## src/rtl/phy_pkg.sv

```systemverilog
// phy_pkg: lane symbols and receive FSM encodings shared by the PHY transmitter and receiver
package phy_pkg;
  localparam logic [7:0] COMMA_DEFAULT = 8'hBC;
  typedef enum logic [1:0] {SEARCH = 2'd0, ALIGN = 2'd1, ACTIVE = 2'd2} phy_state_t;
endpackage

```

## src/rtl/phy_rx_deser.sv

```systemverilog
// phy_rx_deser: serial-to-parallel shifter with an aligned bit counter and byte-complete flag
module phy_rx_deser (
  input  logic       clk_32f,
  input  logic       reset,
  input  logic       data_serial,
  input  logic       search,
  output logic [7:0] byte_val,
  output logic       done
);
  logic [7:0] sr;
  logic [2:0] cnt;
  assign byte_val = sr;
  // The counter is pinned to zero while searching, so the cycle after a comma match starts a fresh byte.
  assign done = !search && cnt == 3'd7;
  always_ff @(posedge clk_32f or posedge reset)
    if (reset) begin
      sr  <= 8'h00;
      cnt <= 3'd0;
    end else begin
      sr  <= {sr[6:0], data_serial};
      cnt <= search ? 3'd0 : cnt + 3'd1;
    end
endmodule

```

## src/rtl/phy_rx_lane.sv

```systemverilog
// phy_rx_lane: comma-aligned serial receive lane; define PHY_RX_IDLE_CNT_EN to add the idle_cnt output
module phy_rx_lane import phy_pkg::*; #(
  parameter logic [7:0]  COMMA        = COMMA_DEFAULT,
  parameter int unsigned BC_THRESHOLD = 4
) (
  input  logic        clk_32f,
  input  logic        reset,
  input  logic        data_serial,
  output logic [7:0]  data_out,
  output logic        valid_out,
  output logic        byte_strobe,
  output logic        active
`ifdef PHY_RX_IDLE_CNT_EN
  , output logic [15:0] idle_cnt
`endif
);
  localparam logic       th_one = BC_THRESHOLD == 1;
  localparam logic [3:0] th_cnt = 4'(BC_THRESHOLD);
  phy_state_t state;
  logic [3:0] bc_count;
  logic [7:0] byte_val;
  logic       done;
  logic       is_comma;
  phy_rx_deser u_deser (
    .clk_32f    (clk_32f),
    .reset      (reset),
    .data_serial(data_serial),
    .search     (state == SEARCH),
    .byte_val   (byte_val),
    .done       (done)
  );
  assign is_comma = byte_val == COMMA;
  always_ff @(posedge clk_32f or posedge reset)
    if (reset) begin
      state       <= SEARCH;
      bc_count    <= 4'd0;
      data_out    <= 8'h00;
      valid_out   <= 1'b0;
      byte_strobe <= 1'b0;
      active      <= 1'b0;
    end else begin
      byte_strobe <= done;
      if (done) begin
        data_out  <= byte_val;
        valid_out <= state == ACTIVE && !is_comma;
      end
      if (state == SEARCH && is_comma) begin
        bc_count <= 4'd1;
        state    <= th_one ? ACTIVE : ALIGN;
        active   <= th_one;
      end else if (state == ALIGN && done) begin
        bc_count <= is_comma ? bc_count + 4'd1 : 4'd0;
        if (!is_comma)
          state <= SEARCH;
        else if (bc_count + 4'd1 == th_cnt) begin
          state  <= ACTIVE;
          active <= 1'b1;
        end
      end
    end
`ifdef PHY_RX_IDLE_CNT_EN
  always_ff @(posedge clk_32f or posedge reset)
    if (reset)
      idle_cnt <= 16'd0;
    else if (done && state == ACTIVE && is_comma && idle_cnt != 16'hFFFF)
      idle_cnt <= idle_cnt + 16'd1;
`endif
endmodule

```

## config.mk

```make
export PLATFORM = sky130hd
export DESIGN_NAME = phy_rx_lane
export DESIGN_NICKNAME = d
export VERILOG_FILES = /design/src/rtl/phy_pkg.sv /design/src/rtl/phy_rx_deser.sv /design/src/rtl/phy_rx_lane.sv
export SDC_FILE = /design/constraint.sdc
export NUM_CORES = 1
export LEC_CHECK = 0
export ABC_AREA = 1
export CORE_MARGIN = 1
export CORE_UTILIZATION = 41
export DETAILED_ROUTE_END_ITERATION = 8
export GPL_TIMING_DRIVEN = 0
export PLACE_DENSITY = 0.58
export SLEW_MARGIN = 25
export SYNTH_ARGS = -nofsm -noshare
export SYNTH_HDL_FRONTEND = slang
export SYNTH_HIERARCHICAL = 1
export SYNTH_SLANG_ARGS = --single-unit
```

## constraint.sdc

```tcl
create_clock -name clk_32f -period 1.8 [get_ports clk_32f]
set_input_delay 0.36 -clock clk_32f [delete_from_list [all_inputs] [get_ports clk_32f]]
set_output_delay 0.36 -clock clk_32f [all_outputs]
set_load 0.03 [all_outputs]
```

==> results summary <==
The cell at the slowest stage of the critical path is clkdlybuf4s50_1. The I/O pin count came out at 14. The post-CTS clock slew at the launch and capture registers of the worst setup and hold paths came out at 0.15 ns. Setup violations remaining at the end of the flow were counted as 0.

The gate count after technology mapping came out at 109. The cell area after layout is 1380 µm². The power per standard cell area is 820 nW/µm². Summing all multi-input logic gate instances after layout gives 373 µm².

The number of pins with negative max-slew slack in the final report came out at 0. The most frequently used cell type in the post-synthesis netlist is dfrtp_1. The number of buffers inserted by post-CTS setup repair came out at 0.

The number of rows created at floorplan came out at 18. Yosys mapped a number of flops with a built-in enable equal to 0. The DRC violation count after routing came out at 0. The number of DRC markers after the initial detailed-route iteration is 5.

The largest single stage delay on the critical path is 0.67 ns. The worst-case IR drop observed on VDD is 0.692 mV. The highest clock frequency the design can meet came out at 0.578 GHz. The tightest hold margin is 0.316 ns. Adding up every negative setup slack in the final design gives 0 ns.

The number of max-cap violations came out at 0. In the post-synthesis netlist, the biggest area contributors are dfrtp_1 (61%), inv_1 (6.2%), nand2_1 (5.6%). The area taken by flip-flops and latches is 701 µm². The initial standard-cell utilization of the core came out at 0.449.

Of the total power, registers draw 0.591. The standard cell core area came out at 2540 µm². For the pin with the worst max-slew slack, the measured transition is 0.669 ns.

The cell area after synthesis is 1140 µm². The run finished with clean final reports. The required time at the worst-slack endpoint is 1.44 ns. The post-route clock period utilization is 0.961.

In the post-route analysis, the smallest setup slack over all paths is 0.0705 ns. The fraction of layout instances using a drive strength above 1 came out at 0.151. The max-slew headroom at the worst pin came out at 0.553. TritonCTS built the clock tree.

The leakage dissipation is 0.000735 µW. The antenna cell count came out at 0. The H-tree depth came out at 1. Setup repair after global routing left no endpoint under its margin. The most used flip-flop cell after synthesis is dfrtp_1. The area after detailed placement came out at 1310 µm². The sink count of the clock tree came out at 28. The count of filler cells inserted in the layout came out at 240.

The final estimated routing congestion in global placement came out at 0.736. The total wire length is 1840 µm. The number of buffers and inverters on the critical path is 1. The sort of element at the end of the critical path is a primary output.

The per-cell via count in the routed design came out at 4.78. The maximum number of pins on one net before global-route repair is 18. The count of buffers added on input and output ports is 13. The path class of the tightest hold or removal check is in2async.

The final hold violation count came out at 0. Of the total power, the share spent switching nets is 0.211. CTS placed an instance of clkbuf_4 at the clock tree root. The residual overflow from global routing came out at 0.

The number of antenna violations at the first check in global routing is 0. The clock period minus worst slack came out at 1.73 ns. The worst-skew pair later-pin latency came out at 0.33 ns. In this run the power spent charging and discharging nets is 238 µW. The post-layout net count is 134.

The setup clock skew after layout is 0.00467 ns. The die width is 54.8 µm. By startpoint and endpoint, the worst setup path is classified as reg2out. Walking the worst path, the cells encountered are clkdlybuf4s50_1.

In the final routed layout, each cell accounts on average for 11.8 µm. The number of nets in the synthesized netlist is 116. Prior to clock tree synthesis, the placed netlist has a worst setup slack of -0.0591 ns. The length of the first detailed-routing pass in iterations is 4. After legalization and detailed placement, the total HPWL measured 1290 µm.

Of the total power, combinational logic draws 0.047. The synthesized design spends more area on one cell type than any other, namely dfrtp_1. Data arrives at the worst endpoint at 1.37 ns. For this block, the via count after detailed routing is 745. The internal portion of total power came out at 892 µW.

By count the netlist is led by dfrtp_1 (28), inv_1 (19), nand2_1 (17). The share of total power dissipated in the clock network is 0.361. The die boundary height came out at 54.8 µm. The maximum net fanout on the critical path is 2. The area of the die is 3000 µm².

The first global-routing pass estimated 3050 µm of wire. The core utilization of the finished layout is 0.541. The flip-flop and latch count after synthesis came out at 28. Relative to the synthesized area, the layout overhead comes to 20.6%. The cell type group with the largest total delay on the critical path is buffers and inverters. The count of yosys warnings during synthesis came out at 6. The worst-case clock buffer depth came out at 2.

For this run, asynchronously set or reset flops after synthesis account for 1.00. After synthesis, the netlist uses 17 different library cells. The count of antenna-violating nets left after detailed routing is 0. The number of buffers created by CTS is 3.

The top cell type's share of synthesized area is 0.613. The total global routing track utilization is 0.149. Of the synthesized area, sequential elements account for 0.613. The number of global-route vias before repair is 693. The number of hold buffers added after CTS was 0. Dividing the synthesized area by the synthesized cell count gives 10.5 µm².

STA classifies the critical path startpoint as a register.
[layout by cell type (no fill, tap or decap), types with 2 or more instances in the layout]
master           synthesis  final
dfrtp_1                 28     28
a21oi_1                  5      5
nor2_1                  10      9
dlymetal6s2s_1           0      3
mux2_2                   5      5
nor2_2                   2      2
o21ai_0                  5      5
nand2_2                  2      2
inv_1                   19     19
ha_1                     4      4
clkbuf_4                 0      3
nand3b_1                 2      2
clkdlybuf4s50_1          0     10
nand2_1                 17     17
nor2_4                   2      3
nand3_1                  4      4
[what timing repair did]
action	CTS	global route
setup endpoints to repair	3	7
gates cloned	0	0
gates resized for setup	1	4
[stage by stage]
stage / std cells / total power (µW)
2_1_floorplan: 109 / 715
3_3_place_gp: 152 / 732
3_5_place_dp: 152 / 734
4_1_cts: 156 / 1150
5_1_grt: 156 / 1180
6_report: 156 / 1130
[registers in the layout (all words and copies together), names as in the netlist]
register / flops
bc_count: 4
u_deser/cnt: 3
data_out: 8
valid_out: 1
byte_strobe: 1
state: 2
u_deser/byte_val: 8
active: 1
[power groups by stage]
stage	Sequential [µW]	Combinational [µW]	Clock, µW
after floorplan	675	40.1	0
after global placement	680	51.8	0
after detailed placement	680	54.4	0
after CTS	669	54.9	422
after global routing	673	63.6	447
final	668	53.5	408
[kinds of logic after synthesis]
family                   count (synthesis)  share of synthesized area
AND/OR/NAND/NOR                         41                      0.175
multiplexers                             5                     0.0493
adder cells (fa/ha/maj)                  4                     0.0438
buffers and inverters                   20                     0.0668
flip-flops                              28                      0.613
AO/OA/AOI/OAI                           11                     0.0515
[final cells by class]
cell class,instances,area share
Buffer,1,0.00363
Clock inverter,1,0.0218
Timing Repair Buffer,13,0.0999
Inverter,19,0.0518
Tap cell,30,0.0272
Multi-Input combinational cell,61,0.271
Sequential cell,28,0.509
Clock buffer,3,0.0163
[per-layer routing]
layer / GRT usage / vias to the layer above / share of wire
met4: 0.0256 / 0 / 0.0082
met2: 0.245 / 12 / 0.47
li1: - / 374 / -
met3: 0.0583 / 2 / 0.034
met5: 0 / - / 0
met1: 0.186 / 357 / 0.49
[path summary, 6_finish.rpt]
kind | from | to | slack, ns | cells after the start
worst max-delay path | data_out[6] | data_out[6] | 0.07 | 1
worst min-delay path | reset | u_deser/cnt[2] | 0.32 | 2
worst max register to register | u_deser/cnt[0] | data_out[4] | 0.22 | 6
worst min register to register | u_deser/byte_val[6] | u_deser/byte_val[7] | 0.39 | 0
max in group asynchronous | reset | data_out[2] | 0.94 | 2
min in group clk_32f | u_deser/byte_val[6] | u_deser/byte_val[7] | 0.39 | 0
(Power assumes the default switching activity.)
